$ cat config.mk
export PLATFORM = sky130hd
export DESIGN_NAME = lab3_mem_line_to_word_adapter_flat
export DESIGN_NICKNAME = d
export VERILOG_FILES = /design/src/rtl/lab3_mem_line_to_word_adapter_if.sv /design/src/rtl/lab3_mem_line_to_word_adapter.sv /design/src/flat_wrapper.sv
export SDC_FILE = /design/constraint.sdc
export NUM_CORES = 1
export LEC_CHECK = 0
export ABC_CLOCK_PERIOD_IN_PS = 3600
export CORE_ASPECT_RATIO = 1.2
export CORE_MARGIN = 2
export CORE_UTILIZATION = 38
export DETAILED_ROUTE_END_ITERATION = 16
export PLACE_DENSITY = 0.79
export SLEW_MARGIN = 25
export SYNTH_ARGS = -nofsm -noshare
export SYNTH_HDL_FRONTEND = slang
export SYNTH_SLANG_ARGS = --single-unit
$ cat constraint.sdc
create_clock -name clk -period 3.6 [get_ports clk]
set_clock_uncertainty 0.1 [all_clocks]
set_input_delay 0.54 -clock clk [delete_from_list [all_inputs] [get_ports clk]]
set_output_delay 0.54 -clock clk [all_outputs]
set_load 0.02 [all_outputs]
$ cat src/rtl/lab3_mem_line_to_word_adapter_if.sv
// Stream handshakes between the cache-side 16B line port and the memory-side 4B word port.
interface lab3_mem_line_to_word_adapter_if;
    logic         cache2mem_reqstream_val;
    logic         cache2mem_reqstream_rdy;
    logic [175:0] cache2mem_reqstream_msg;
    logic         cache2mem_respstream_val;
    logic         cache2mem_respstream_rdy;
    logic [145:0] cache2mem_respstream_msg;
    logic         mem_reqstream_val;
    logic         mem_reqstream_rdy;
    logic [77:0]  mem_reqstream_msg;
    logic         mem_respstream_val;
    logic         mem_respstream_rdy;
    logic [47:0]  mem_respstream_msg;

    // Adapter view
    modport slave (
        input  cache2mem_reqstream_val, cache2mem_reqstream_msg, cache2mem_respstream_rdy,
               mem_reqstream_rdy, mem_respstream_val, mem_respstream_msg,
        output cache2mem_reqstream_rdy, cache2mem_respstream_val, cache2mem_respstream_msg,
               mem_reqstream_val, mem_reqstream_msg, mem_respstream_rdy
    );

    // Cache + memory environment view
    modport master (
        output cache2mem_reqstream_val, cache2mem_reqstream_msg, cache2mem_respstream_rdy,
               mem_reqstream_rdy, mem_respstream_val, mem_respstream_msg,
        input  cache2mem_reqstream_rdy, cache2mem_respstream_val, cache2mem_respstream_msg,
               mem_reqstream_val, mem_reqstream_msg, mem_respstream_rdy
    );
endinterface

$ cat src/rtl/lab3_mem_line_to_word_adapter.sv
// Splits one 16B cache line request into four in-order 4B memory requests and
// reassembles the four word responses into a single 16B line response.
module lab3_mem_line_to_word_adapter (
    input logic                            clk,
    input logic                            reset,
    lab3_mem_line_to_word_adapter_if.slave bus
);
    typedef enum logic [1:0] {IDLE = 2'd0, XFER = 2'd1, RESP = 2'd2} state_t;
    localparam int NUM_BEATS = 4;

    state_t       state;
    state_t       state_next;
    logic [3:0]   lat_type;
    logic [7:0]   lat_opaque;
    logic [27:0]  lat_base;
    logic [127:0] lat_data;
    logic [127:0] asm_data;
    logic [2:0]   req_cnt;
    logic [2:0]   resp_cnt;

    logic         line_req_rdy;
    logic         word_req_val;
    logic         word_resp_rdy;
    logic         line_resp_val;
    logic         line_req_xfer;
    logic         word_req_xfer;
    logic         word_resp_xfer;
    logic         line_resp_xfer;
    logic [1:0]   req_idx;
    logic [1:0]   resp_idx;
    logic [77:0]  word_req_msg;
    logic [145:0] line_resp_msg;
    logic         unused_fields;

    assign req_idx  = req_cnt[1:0];
    assign resp_idx = resp_cnt[1:0];

    assign line_req_rdy  = (state == IDLE);
    assign word_req_val  = (state == XFER) && (req_cnt < 3'(NUM_BEATS));
    // A response is only accepted once its request has gone out.
    assign word_resp_rdy = (state == XFER) && (resp_cnt != req_cnt);
    assign line_resp_val = (state == RESP);

    assign line_req_xfer  = line_req_rdy  && bus.cache2mem_reqstream_val;
    assign word_req_xfer  = word_req_val  && bus.mem_reqstream_rdy;
    assign word_resp_xfer = word_resp_rdy && bus.mem_respstream_val;
    assign line_resp_xfer = line_resp_val && bus.cache2mem_respstream_rdy;

    // {type_, opaque, addr, len, data}; beat index doubles as opaque tag and word offset
    assign word_req_msg  = {lat_type, 6'b0, req_idx, lat_base, req_idx, 2'b00, 2'b00,
                            lat_data[{req_idx, 5'b0} +: 32]};
    assign line_resp_msg = {lat_type, lat_opaque, 2'b00, 4'h0, asm_data};

    // Request len, low address nibble and all response metadata are don't-care.
    assign unused_fields = ^{bus.cache2mem_reqstream_msg[135:128], bus.mem_respstream_msg[47:32]};

    always_ff @(posedge clk or negedge reset) begin
        if (!reset) begin
            state <= IDLE;
        end else begin
            state <= state_next;
        end
    end

    always_comb begin
        state_next = state;
        case (state)
            IDLE:    if (line_req_xfer) state_next = XFER;
            XFER:    if (word_resp_xfer && (resp_cnt == 3'(NUM_BEATS - 1))) state_next = RESP;
            RESP:    if (line_resp_xfer) state_next = IDLE;
            default: state_next = IDLE;
        endcase
    end

    always_ff @(posedge clk or negedge reset) begin
        if (!reset) begin
            lat_type   <= '0;
            lat_opaque <= '0;
            lat_base   <= '0;
            lat_data   <= '0;
            asm_data   <= '0;
            req_cnt    <= '0;
            resp_cnt   <= '0;
        end else if (line_req_xfer) begin
            lat_type   <= bus.cache2mem_reqstream_msg[175:172];
            lat_opaque <= bus.cache2mem_reqstream_msg[171:164];
            lat_base   <= bus.cache2mem_reqstream_msg[163:136];
            lat_data   <= bus.cache2mem_reqstream_msg[127:0];
            asm_data   <= '0;
            req_cnt    <= '0;
            resp_cnt   <= '0;
        end else begin
            if (word_req_xfer && (req_cnt != 3'(NUM_BEATS))) begin
                req_cnt <= req_cnt + 3'd1;
            end
            if (word_resp_xfer) begin
                // Memory is in-order, so the slot follows resp_cnt; non-read slots stay zero.
                if (lat_type == 4'd0) begin
                    asm_data[{resp_idx, 5'b0} +: 32] <= bus.mem_respstream_msg[31:0];
                end
                resp_cnt <= resp_cnt + 3'd1;
            end
        end
    end

    // Every output is forced low while reset is held, independent of state.
    always_comb begin
        bus.cache2mem_reqstream_rdy  = 1'b0;
        bus.cache2mem_respstream_val = 1'b0;
        bus.cache2mem_respstream_msg = '0;
        bus.mem_reqstream_val        = 1'b0;
        bus.mem_reqstream_msg        = '0;
        bus.mem_respstream_rdy       = 1'b0;
        if (reset) begin
            bus.cache2mem_reqstream_rdy  = line_req_rdy;
            bus.cache2mem_respstream_val = line_resp_val;
            bus.cache2mem_respstream_msg = line_resp_msg;
            bus.mem_reqstream_val        = word_req_val;
            bus.mem_reqstream_msg        = word_req_msg;
            bus.mem_respstream_rdy       = word_resp_rdy;
        end
    end
endmodule

$ cat src/flat_wrapper.sv
// flat-port wrapper written by rule: the top's interface ports become plain ports
module lab3_mem_line_to_word_adapter_flat 
  (clk, reset, bus_cache2mem_reqstream_val, bus_cache2mem_reqstream_msg, bus_cache2mem_respstream_rdy, bus_mem_reqstream_rdy, bus_mem_respstream_val, bus_mem_respstream_msg, bus_cache2mem_reqstream_rdy, bus_cache2mem_respstream_val, bus_cache2mem_respstream_msg, bus_mem_reqstream_val, bus_mem_reqstream_msg, bus_mem_respstream_rdy);
  lab3_mem_line_to_word_adapter_if bus_i ();
  input logic clk;
  input logic reset;
  input wire logic [$bits(bus_i.cache2mem_reqstream_val)-1:0] bus_cache2mem_reqstream_val;
  input wire logic [$bits(bus_i.cache2mem_reqstream_msg)-1:0] bus_cache2mem_reqstream_msg;
  input wire logic [$bits(bus_i.cache2mem_respstream_rdy)-1:0] bus_cache2mem_respstream_rdy;
  input wire logic [$bits(bus_i.mem_reqstream_rdy)-1:0] bus_mem_reqstream_rdy;
  input wire logic [$bits(bus_i.mem_respstream_val)-1:0] bus_mem_respstream_val;
  input wire logic [$bits(bus_i.mem_respstream_msg)-1:0] bus_mem_respstream_msg;
  output wire logic [$bits(bus_i.cache2mem_reqstream_rdy)-1:0] bus_cache2mem_reqstream_rdy;
  output wire logic [$bits(bus_i.cache2mem_respstream_val)-1:0] bus_cache2mem_respstream_val;
  output wire logic [$bits(bus_i.cache2mem_respstream_msg)-1:0] bus_cache2mem_respstream_msg;
  output wire logic [$bits(bus_i.mem_reqstream_val)-1:0] bus_mem_reqstream_val;
  output wire logic [$bits(bus_i.mem_reqstream_msg)-1:0] bus_mem_reqstream_msg;
  output wire logic [$bits(bus_i.mem_respstream_rdy)-1:0] bus_mem_respstream_rdy;
  assign bus_i.cache2mem_reqstream_val = bus_cache2mem_reqstream_val;
  assign bus_i.cache2mem_reqstream_msg = bus_cache2mem_reqstream_msg;
  assign bus_i.cache2mem_respstream_rdy = bus_cache2mem_respstream_rdy;
  assign bus_i.mem_reqstream_rdy = bus_mem_reqstream_rdy;
  assign bus_i.mem_respstream_val = bus_mem_respstream_val;
  assign bus_i.mem_respstream_msg = bus_mem_respstream_msg;
  assign bus_cache2mem_reqstream_rdy = bus_i.cache2mem_reqstream_rdy;
  assign bus_cache2mem_respstream_val = bus_i.cache2mem_respstream_val;
  assign bus_cache2mem_respstream_msg = bus_i.cache2mem_respstream_msg;
  assign bus_mem_reqstream_val = bus_i.mem_reqstream_val;
  assign bus_mem_reqstream_msg = bus_i.mem_reqstream_msg;
  assign bus_mem_respstream_rdy = bus_i.mem_respstream_rdy;
  lab3_mem_line_to_word_adapter u_core (.clk(clk), .reset(reset), .bus(bus_i));
endmodule
==> results.md <==
- Clock sink count: roughly 300
- Largest net degree at the start of global routing: around 130
- Max-Cap Viols: 0
- Largest area contributor in the netlist: dfrtp_1
- CTS root buffer: clkbuf_16
- Cells after Synth: between 1,500 and 2,000
- Achievable Freq: slightly below 0.3 GHz
- PD cells: ~640 nW/µm²
- Max-slew violations: 0
- Commonest non-fill, non-tap cell in the layout: nand2_1
- Crit path DAT: between 2 and 3 ns
- Final hold violation count: 0
- RSZ-0062 raised after global routing: no
- Final setup fails: 0
- Crit path time final: 3.38 ns
- Final WL: around 45,000 µm
- Port bufs: roughly 420
- Slew @ Worst Pin: around 0.7 ns
- Min Hold Slack: roughly 0.37 ns
- WL per Instance: between 15 and 20 µm
- Yosys reg bits: between 300 and 400
- Outcome: complete, no violations
- Worst Setup Path Type: flop to primary output
- Post-CTS Resized: 0
- Crit. Startpoint: u_core.req_cnt[0]$_DFFE_PN0P_
- Post-route cell area: 20,300 µm²
- Initial antenna violation count: 2
- Final ANT Viol Nets: 0
- Drt first pass iters: 5
- Top cell type's share of synthesized area: between 50 and 60%
- Layout Nets: about 2,200
- Fin util: around 53%
- Syn avg cell area: 8.87 µm²
- CP endpoint kind: primary output
- DR vias: 13,184
- Gr ovfl total: 0
- Worst Hold Class: flop to flop
- Share of cells above drive strength 1: around 6.8%
- H-tree lvl count: 1
- Tcrit/Tclk final: between 90% and 100%
- CTS tree: done
- Via/cell ratio: about 5.3
- First-pass GRT wire length: ~70,000 µm
- Total core area: 38,000 µm²
- Synthesized area: roughly 15,000 µm²
- Gpl congestion: 0.884
- Skew-Pair Late Insertion Delay: ~0.56 ns
- Initial DRC count: 1,005
- VDD IR max: 0.474 mV
- Vias in the first global route: about 13,000
- Reg-to-reg startpoint: u_core.resp_cnt[0]$_DFFE_PN0P_
- Worst path required time: between 2 and 3 ns
- Deepest clock path buffer count: 3
- Starting Density: between 30% and 40%
- Ant diodes: 0
- Total power: ~13,000 µW
- Worst-path clk slew: ~0.070 ns
- Residual DRC: 0
- Synth-to-layout area growth: 38.3%
- Filler cells: between 3,000 and 4,000
- Leakage: between 0.009 and 0.01 µW
- Chip height: approximately 220 µm
- Crit-path max FO: 31
- Hpwl dp: around 32,000 µm
- Die area: 40,200 µm²
- TritonCTS Buffers: 31
- Commonest non-fill, non-tap cells in the layout: 637 x nand2_1, 413 x clkdlybuf4s50_1, 302 x dfrtp_1
- Largest cells by area after synthesis: dfrtp_1 52%, nand2_1 16%, and2_1 8.6%
- Register area share after synthesis: between 50% and 60%
- Synth warn: 0
- TNS Setup: 0 ns
- Total track usage: between 20 and 25%
- # IOs: between 400 and 500
- Hold Crit Start: u_core.lat_base[13]$_DFFE_PN0P_
- DP Area: a little under 20,000 µm²
- Max_slew headroom: 53.9%
- Distinct cell type count after synthesis: 35
- Die Width: roughly 180 µm
- Startpoint Class: flop
- Number of cell rows: 78
## final timing paths
path / slack [ns] / to / cells past startpoint
setup / recovery: 0.22 / bus_mem_reqstream_msg[16] / 4
hold / removal: 0.37 / u_core.lat_base[13]$_DFFE_PN0P_ / 2
setup reg to reg: 0.97 / u_core.asm_data[114]$_DFFE_PN0P_ / 6
hold reg to reg: 0.37 / u_core.lat_base[13]$_DFFE_PN0P_ / 2
max in group asynchronous: 2.09 / u_core.lat_base[3]$_DFFE_PN0P_ / 4
min in group asynchronous: 0.39 / u_core.asm_data[67]$_DFFE_PN0P_ / 2
## synthesized netlist by cell type
master / instances
conb_1: 1
nand3_1: 3
nand4_1: 128
nor4bb_1: 1
buf_4: 23
a311oi_2: 1
mux4_2: 32
nor3_1: 2
and3_1: 5
buf_6: 13
xnor2_1: 5
o21ai_1: 10
a31oi_1: 3
and2_1: 202
o21ai_0: 119
o31ai_1: 1
nand3b_1: 2
ha_1: 9
a21oi_1: 3
nor4_1: 2
a21o_1: 1
clkbuf_2: 12
nand2_1: 638
nor2b_1: 2
nor3b_2: 1
or4_1: 1
inv_1: 5
buf_2: 5
and3b_1: 1
clkbuf_1: 105
buf_1: 1
nor2_1: 10
a22o_1: 1
dfrtp_1: 304
nor3b_1: 1
## cell families (layout without fill, tap and decap cells)
| family | after synthesis | in the layout | synth area share (%) |
|---|---|---|---|
| other cells | 1 | 16 | 0.0256 |
| buf+inv | 164 | 521 | 5.60 |
| simple gates | 999 | 999 | 31.6 |
| compound gates | 139 | 139 | 4.90 |
| flops | 304 | 304 | 51.9 |
| fa+ha+maj | 9 | 9 | 0.768 |
| mux | 32 | 32 | 4.91 |
| xor+xnor | 5 | 5 | 0.299 |
## worst max-delay path, cell delays in order, from the launching register on
cell and delay, ns:
dfrtp_2 0.49, buf_12 0.29, mux4_2 0.53, and2_1 0.23, clkdlybuf4s50_1 0.59
## what timing repair did
item | in CTS | in global routing
hold buffers | 1 | 0
buffers inserted | 0 | 0
endpoints found under the hold margin | 23 | 0
## sequential cells by signal, summed over array words and instances, names as in the netlist
signal             cells
u_core.req_cnt         3
u_core.state           2
u_core.resp_cnt        3
u_core.lat_data      128
u_core.lat_opaque      8
u_core.asm_data      128
u_core.lat_type        4
u_core.lat_base       28
## area by class of cell
cell class              count  area (µm²)  area share, %
clock buffers              44         895           4.41
clock inverters            11         125          0.617
well taps                 480         601           2.96
repair buffers            461        4690           23.1
multi-input cells        1200        6340           31.3
inverters                   5        18.8         0.0925
flip-flops and latches    304        7610           37.5
## power by group
group          leakage (µW)  switching [µW]  internal (µW)
clock network      0.000497            1370           1870
logic               0.00466            2790           2110
registers           0.00398             568           4370
total               0.00913            4720           8360
## stage by stage
step                      worst slack (ns)  std cells
after floorplan                       1.32       1668
final                                0.220       2505
after CTS                            0.156       2505
after global placement               0.793       2449
after global routing                0.0919       2505
after detailed placement             0.791       2449
## layer usage
| layer | vias to the layer above | GRT usage (%) | share of wire [%] |
|---|---|---|---|
| met1 | 6311 | 27.1 | 38 |
| met3 | 78 | 6.99 | 11 |
| met5 | - | 0 | 0.073 |
| li1 | 6071 | - | - |
| met2 | 718 | 37.3 | 48 |
| met4 | 6 | 6.27 | 2.2 |
(Power assumes the default switching activity.)
